==> src/rtl/utmi_tx_sched.sv <==
// utmi_tx_sched -- UTMI transmit scheduler (60 MHz UTMI clock domain).
//
// Arbitrates a one-byte handshake source against a streaming data-packet
// source. Handshake has fixed priority. Drives TXValid/DataIn with the UTMI
// byte handshake and enforces an inter-packet gap. No packet starts while
// RXActive is high. Detects data underrun and a stalled TXReady.
//
// Ports:
//   clk_60mhz, rst          clock, asynchronous active-high reset
//   hs_req/hs_pid/hs_gnt    handshake source (hs_gnt combinational)
//   dat_valid/dat_data/
//   dat_last/dat_ready      data source (dat_ready combinational)
//   RXActive                PHY receiving, gates new packet starts
//   TXReady                 PHY accepted current DataIn
//   TXValid/DataIn          registered PHY transmit byte handshake
//   tx_busy                 scheduler not idle
//   tx_done                 one-clock pulse, packet fully accepted
//   tx_err                  one-clock pulse: 00 none, 01 underrun, 10 timeout
//   tx_bytes                bytes accepted in current/last packet (saturating)
module utmi_tx_sched #(
  parameter int unsigned IPG_CYCLES     = 8,
  parameter int unsigned TIMEOUT_CYCLES = 255
) (
  input  logic        clk_60mhz,
  input  logic        rst,
  input  logic        hs_req,
  input  logic [7:0]  hs_pid,
  output logic        hs_gnt,
  input  logic        dat_valid,
  input  logic [7:0]  dat_data,
  input  logic        dat_last,
  output logic        dat_ready,
  input  logic        RXActive,
  input  logic        TXReady,
  output logic        TXValid,
  output logic [7:0]  DataIn,
  output logic        tx_busy,
  output logic        tx_done,
  output logic [1:0]  tx_err,
  output logic [10:0] tx_bytes
);

  // Stall counter only needs to reach TIMEOUT_CYCLES-1; gap counter holds IPG_CYCLES.
  localparam int unsigned TW = (TIMEOUT_CYCLES > 1) ? $clog2(TIMEOUT_CYCLES) : 1;
  localparam int unsigned GW = $clog2(IPG_CYCLES + 1);

  localparam logic [TW-1:0] TO_LAST  = TW'(TIMEOUT_CYCLES - 1);
  localparam logic [GW-1:0] IPG_LOAD = GW'(IPG_CYCLES);
  localparam logic [GW-1:0] GAP_ONE  = GW'(1);

  localparam logic [1:0] ERR_NONE     = 2'b00;
  localparam logic [1:0] ERR_UNDERRUN = 2'b01;
  localparam logic [1:0] ERR_TIMEOUT  = 2'b10;

  typedef enum logic [1:0] {S_IDLE, S_HS, S_DATA, S_GAP} state_t;

  state_t        state_q, state_d;
  logic          txvalid_q, txvalid_d;
  logic [7:0]    datain_q, datain_d;
  logic          last_q, last_d;
  logic [10:0]   bytes_q, bytes_d;
  logic          done_q, done_d;
  logic [1:0]    err_q, err_d;
  logic [TW-1:0] to_q, to_d;
  logic [GW-1:0] gap_q, gap_d;
  logic          end_pkt;
  logic [10:0]   bytes_inc;

  assign bytes_inc = (bytes_q == '1) ? bytes_q : bytes_q + 11'd1;

  always_ff @(posedge clk_60mhz or posedge rst) begin
    if (rst) begin
      state_q   <= S_IDLE;
      txvalid_q <= 1'b0;
      datain_q  <= '0;
      last_q    <= 1'b0;
      bytes_q   <= '0;
      done_q    <= 1'b0;
      err_q     <= ERR_NONE;
      to_q      <= '0;
      gap_q     <= '0;
    end else begin
      state_q   <= state_d;
      txvalid_q <= txvalid_d;
      datain_q  <= datain_d;
      last_q    <= last_d;
      bytes_q   <= bytes_d;
      done_q    <= done_d;
      err_q     <= err_d;
      to_q      <= to_d;
      gap_q     <= gap_d;
    end
  end

  always_comb begin
    state_d   = state_q;
    txvalid_d = txvalid_q;
    datain_d  = datain_q;
    last_d    = last_q;
    bytes_d   = bytes_q;
    done_d    = 1'b0;
    err_d     = ERR_NONE;
    to_d      = to_q;
    gap_d     = gap_q;
    end_pkt   = 1'b0;
    hs_gnt    = 1'b0;
    dat_ready = 1'b0;

    case (state_q)
      S_IDLE: begin
        // rst gates the combinational grants; state_q is already IDLE under reset.
        if (!rst && !RXActive) begin
          if (hs_req) begin
            hs_gnt    = 1'b1;
            datain_d  = hs_pid;
            state_d   = S_HS;
            txvalid_d = 1'b1;
            bytes_d   = '0;
            to_d      = '0;
          end else if (dat_valid) begin
            dat_ready = 1'b1;
            datain_d  = dat_data;
            last_d    = dat_last;
            state_d   = S_DATA;
            txvalid_d = 1'b1;
            bytes_d   = '0;
            to_d      = '0;
          end
        end
      end
      S_HS: begin
        if (TXReady) begin
          bytes_d = 11'd1;
          done_d  = 1'b1;
          end_pkt = 1'b1;
        end else if (to_q == TO_LAST) begin
          err_d   = ERR_TIMEOUT;
          end_pkt = 1'b1;
        end else begin
          to_d = to_q + 1'b1;
        end
      end
      S_DATA: begin
        if (TXReady) begin
          bytes_d = bytes_inc;
          if (last_q) begin
            done_d  = 1'b1;
            end_pkt = 1'b1;
          end else if (dat_valid) begin
            // Next byte is taken in the same cycle the PHY accepts the current one.
            dat_ready = 1'b1;
            datain_d  = dat_data;
            last_d    = dat_last;
            to_d      = '0;
          end else begin
            err_d   = ERR_UNDERRUN;
            end_pkt = 1'b1;
          end
        end else if (to_q == TO_LAST) begin
          err_d   = ERR_TIMEOUT;
          end_pkt = 1'b1;
        end else begin
          to_d = to_q + 1'b1;
        end
      end
      S_GAP: begin
        if (gap_q <= GAP_ONE) begin
          state_d = S_IDLE;
          gap_d   = '0;
        end else begin
          gap_d = gap_q - 1'b1;
        end
      end
      default: state_d = S_IDLE;
    endcase

    if (end_pkt) begin
      state_d   = S_GAP;
      txvalid_d = 1'b0;
      to_d      = '0;
      gap_d     = IPG_LOAD;
    end
  end

  assign TXValid  = txvalid_q;
  assign DataIn   = datain_q;
  assign tx_busy  = (state_q != S_IDLE);
  assign tx_done  = done_q;
  assign tx_err   = err_q;
  assign tx_bytes = bytes_q;

endmodule

==> config.mk <==
export PLATFORM = sky130hd
export DESIGN_NAME = utmi_tx_sched
export DESIGN_NICKNAME = d
export VERILOG_FILES = /design/src/rtl/utmi_tx_sched.sv
export SDC_FILE = /design/constraint.sdc
export NUM_CORES = 1
export LEC_CHECK = 0
export ABC_CLOCK_PERIOD_IN_PS = 1800
export CORE_MARGIN = 5
export CORE_UTILIZATION = 46
export DETAILED_ROUTE_END_ITERATION = 10
export GPL_ROUTABILITY_DRIVEN = 0
export PLACE_DENSITY = 0.86
export SLEW_MARGIN = 0
export SYNTH_ARGS = -nofsm -noshare
export SYNTH_HDL_FRONTEND = slang
export SYNTH_SLANG_ARGS = --single-unit
==> constraint.sdc <==
create_clock -name clk_60mhz -period 1.8 [get_ports clk_60mhz]
set_clock_uncertainty 0.05 [all_clocks]
set_input_delay 0.18 -clock clk_60mhz [delete_from_list [all_inputs] [get_ports clk_60mhz]]
set_output_delay 0.18 -clock clk_60mhz [all_outputs]
set_load 0.05 [all_outputs]
Word-level counts from Yosys, hierarchy flattened --
Cells that the tools add are included.
Cells by class: $add $sub $neg 3, multiply operators 0, divide/modulo/power cells 0, $lt $le $gt $ge 1, equal/unequal tests 18, shift-type cells 0, multiplexer cells 68, bitwise logic cells 0, reductions and logical operators 19
Operators with widths (count):
- two-way mux 8 bit | 13
- two-way mux 11 bit | 6
- one-hot mux 11 bit (3 select lines) | 1
- two-way mux 1 bit | 29
- one-hot mux 8 bit (3 select lines) | 1
- two-way mux 2 bit | 8
- one-hot mux 8 bit (2 select lines) | 1
- inequality test 2 bit (second input constant) | 7
- two-way mux 4 bit | 3
- inequality test 3 bit (second input constant) | 4
- AND reduction 4 bit | 3
- adder 11 x 1 -> 11 bit (second input constant) | 1
- equality test 11 bit (second input constant) | 1
- nonzero test 2 bit | 5
- nonzero test 3 bit | 3
- adder 8 x 1 -> 8 bit (second input constant) | 1
- equality test 8 bit (second input constant) | 1
- inequality test 4 bit (second input constant) | 2
- one-hot mux 1 bit (2 select lines) | 4
- one-hot mux 2 bit (2 select lines) | 2
- AND reduction 6 bit | 1
- AND reduction 5 bit | 1
- equality test 2 bit (second input constant) | 2
- less-or-equal comparator 4 x 1 -> 1 bit (second input constant) | 1
- 7 further kinds | 8
Storage, ports and cells: register bits 38, latch bits 0, RAM bits 0, ROM bits 0, bits of input ports 23, output and inout port bits 26, logic and storage cells 118, memories kept 0

Depth between registers and ports, before layout --
word-level depth 6, depth in mapped cells 8, gate-level depth less buffers 7

Worst setup path before layout --
Ideal clock, no wire load.
path type register to register, from reg bytes_q[0], in the netlist tx_bytes[0], to reg bytes_q[5], in the netlist tx_bytes[5], library setup time 145 ps, data arrival time 1972 ps, required time 1605 ps, path slack -367 ps, stages on the path, launching flop included 8, buffers on the path 1, clock period less this slack 2167 ps, cells stage by stage dfrtp_1 > ha_1 > nand3_1 > or4_1 > nand3_1 > or2_1 > buf_2 > o31ai_1
Between the ends: word-level cells in the longest chain between the ends 4, elaborated cells on any way between the ends 7, those cells by class add/sub (1); eq/ne (2); mux (3); reduce/logical (1)
Ends and longest elaborated chain:
- start, declared | RTL line 61 | logic [10:0] bytes_q, bytes_d;
- start signal, assigned | RTL line 87 | bytes_q <= bytes_d;
- adder 11 x 1 -> 11 bit | RTL line 69 | assign bytes_inc = (bytes_q == '1) ? bytes_q : bytes_q + 11'd1;
- two-way mux 11 bit | RTL line 69
- two-way mux 11 bit | RTL line 144 | if (TXReady) begin
- one-hot mux 11 bit (3 select lines) | RTL line 109 | case (state_q)
Parallel ways exist; a longest one is shown, timed or not. The select of a mux whose other input is x is not followed. A chain may end at the register's enable or synchronous reset.

Worst setup path after layout --
from reg state_q[1], to reg to_q[2]
Between the ends: word-level cells in the longest chain between the ends 4, elaborated cells on any way between the ends 11, those cells by class eq/ne (5); mux (3); reduce/logical (3)
Ends and longest elaborated chain:
- start, declared | RTL line 57 | state_t state_q, state_d;
- start signal, assigned | RTL line 83 | state_q <= state_d;
- equality test 2 bit / equality test 2 x 1 -> 1 bit (equally long branches) | RTL line 109
- one-hot mux 1 bit (2 select lines) | RTL line 109
- inequality test 4 bit (no line) (tied with other cells)
- AND reduction 4 bit (no line)
- end signal, assigned | RTL line 90 | to_q <= to_d;
- end, declared | RTL line 64 | logic [TW-1:0] to_q, to_d;
Parallel ways exist; a longest one is shown, timed or not.

==> flow_summary_export.csv <==
group,metric,value,unit
run_status,status,"finished, violations left",
run_status,violations,"setup timing",
clock_network,cts_buffer_depth,2,
synthesis,synthSimpleGateAreaFrac,0.2155,
clock_network,insertion_delay,300,ps
synthesis,ys_types,52,
synthesis,yosysWarnings,0,
synthesis,synth.ff_latch_count,38,
sta,rsz0062_at_grt,"true",
routing,via_count,3007,
synthesis,synth_mux_area_frac,0.004226,
synthesis,netlist_instances,279,
sta,maxSlewViolCount,0,
synthesis,async_reset_ff_frac,1.000,
routing,vias_per_cell,6.425,
final_layout,final_cell_area,3960,sq um
sta,min_period,2116,ps
clock_network,cts_root_buffer,"clkbuf_8",
placed_design,placed_area,3430,sq um
sta,setup_violations,34,
die,io_pins,49,
synthesis,yosysSeqAreaShare,0.4015,
sta,hold_viol_final,0,
clock_network,clk_pin_slew,80,ps
final_layout,final_common_cell,"buf_4",
die,rows,26,
final_layout,syn_to_final_growth,67.19,%
die,die_w,81.76,um
synthesis,synth_compound_area_frac,0.2758,
critical_path,worstPathArrival,2210,ps
routing,ant_nets,0,
clock_network,htree_levels,2,
pwr,finalPower,6.607,mW
die,die_h,81.76,um
global_route,grt_max_degree,22,
synthesis,synth_top_flop_cell,"dfrtp_1",
final_layout,fillerInstances,284,
clock_network,cts.sinks,38,
routing,finalWirelength,10.54,mm
synthesis,yosysTopAreaCell,"dfrtp_1",
hold_path,hp-class,"input port to flip-flop",
global_route,grt_pass1_vias,2829,
sta,fin_crit_sh,1.175,
final_layout,final_nets,431,
die,start_util,0.4697,
critical_path,crit_path_end_kind,"flip-flop",
placed_design,dp_slack,-305.7,ps
clock_network,cts_tree,"done",
synthesis,yosys.area_share.xor_xnor,0.003698,
placed_design,port_buffers,48,
global_route,grt_first_pass_wirelength,13.74,mm
critical_path,regToRegStartpoint,"state_q[1]",
sta,timing.final.ws_setup,-315.8,ps
critical_path,cp_max_fo,9,
sta,fmax,472.6,MHz
run,cap_violations,0,
hold_path,worstHoldStart,"dat_data[7]",
synthesis,synthAdderAreaFrac,0.05811,
synthesis,synthTopCellsByArea,"dfrtp_1 (40%), ha_1 (5.8%), nor2_1 (5.5%)",
placed_design,dpl.hpwl,5.318,mm
critical_path,startpoint,"state_q[1]",
pwr,p_leak,1.688,nW
global_route,grt_overflow,0,
synthesis,synth_top_family_by_area,"compound AO/OA/AOI/OAI gates",
final_layout,most-common-layout-cells,"buf_4 (69), clkdlybuf4s50_1 (35), nor2_1 (29)",
routing,drtIter0Drc,340,
pwr,cellPowerDensity,1668,nW/um^2
final_layout,layout-drive-gt1-share,0.4146,
sta,tightest_slew,601.3,ps
routing,route.detailed.drc,0,
sta,relSlewSlack,0.5967,
critical_path,cp.required,1900,ps
sta,whs,457.7,ps
critical_path,startpoint_type,"flip-flop",
die,die-area,6684,sq um
synthesis,synth_top_area_share,0.4015,
global_route,track_usage,0.2707,
global_route,antenna_found_initial,0,
pwr,ir_worst_vdd,0.001557,V
synthesis,avgSynthCellArea,8.489,sq um
die,core-area,5042,sq um
synthesis,syn_area,2369,sq um
routing,drtPass1Iterations,6,
routing,wl_per_cell,22.51,um
clock_network,numCtsBuffers,5,
final_layout,antenna_cells,0,
synthesis,synth_edf_count,0,
synthesis,syn_nets,313,
clock_network,cts_hold_buf,0,
critical_path,critical_path_class,"flip-flop to flip-flop",
==> worst paths after layout <==
| kind | cells after the start | end | slack, ps |
|---|---|---|---|
| worst max-delay path | 7 | to_q[2] | -320 |
| worst min-delay path | 3 | DataIn[7] | 460 |
| worst max register to register | 7 | to_q[2] | -320 |
| worst min register to register | 1 | tx_bytes[8] | 470 |
| max in group asynchronous | 4 | tx_bytes[4] | 920 |
| min in group asynchronous | 4 | to_q[4] | 510 |
==> state kept, by name (all words and copies together) (netlist names) <==
signal / cells
state_q: 2
to_q: 8
last_q: 1
tx_bytes: 11
DataIn: 8
tx_err: 2
gap_q: 4
TXValid: 1
tx_done: 1
==> per-stage QoR <==
step / instances / TNS [ps] / util
after floorplan: 279 / -1087 / -
after global placement: 444 / -3195 / 0.6801
after detailed placement: 444 / -4738 / 0.6801
after CTS: 464 / -2732 / 0.7424
after global routing: 468 / -8139 / 0.7854
final: 468 / -6038 / 0.7854
==> cells by family after synthesis <==
logic type | count (synthesis)
compound gates | 96
xor+xnor | 1
fa+ha+maj | 11
buf+inv | 24
flops | 38
mux | 1
simple gates | 108
==> layout make-up <==
cell class              count  area [sq um]  area share
multi-input cells         217          1683      0.4250
clock buffers               6         72.57     0.01833
flip-flops and latches     38         964.7      0.2436
repair buffers            119          1075      0.2714
well taps                  70         87.58     0.02212
inverters                  16         67.56     0.01706
clock inverters             2         10.01    0.002528
==> synth_stat cells (2+ instances only) <==
cell,n
buf_2,5
a22o_1,2
or3_1,3
o22a_1,3
nand3b_1,4
ha_1,11
o41ai_1,4
o2bb2ai_1,3
a211oi_1,3
o21a_1,3
dfrtp_1,38
nand2_1,29
a31oi_1,4
clkbuf_1,2
nor2_1,35
nor3_1,5
o21ai_0,17
inv_1,16
nand2b_1,2
nor2b_1,4
or4_1,2
a32o_1,3
and3_1,4
a21oi_1,22
o31ai_1,6
nand3_1,12
a21o_1,2
o22ai_1,10
nor4_1,2
==> what timing repair did <==
item | in CTS | in global routing
cloned | 0 | 0
pin swaps | 10 | 13
endpoints found under the setup margin | 34 | 40
setup buffers | 13 | 5
gates resized for setup | 38 | 45
==> report_power, final <==
part	leakage [nW]	total, mW	switching (mW)	internal [mW]
clock	0.0450	0.601	0.332	0.269
sequential	0.471	1.31	0.229	1.08
combinational	1.17	4.70	2.70	2.00
==> routing by layer <==
metal / share of wire / up-vias / track usage
met5: 0 / - / 0
met1: 0.35 / 1441 / 0.3186
li1: - / 1261 / -
met4: 0.071 / 0 / 0.1130
met2: 0.51 / 225 / 0.4830
met3: 0.076 / 80 / 0.04605
==> worst max-delay path, cell delays in order, from the launching register on <==
cell and delay (ps):
dfrtp_1 460, inv_2 140, ha_4 200, buf_4 160, o21ai_2 370, o21ai_0 200
a21oi_1 260, o2bb2ai_1 120
No activity file was read; power rests on OpenSTA's default activity.
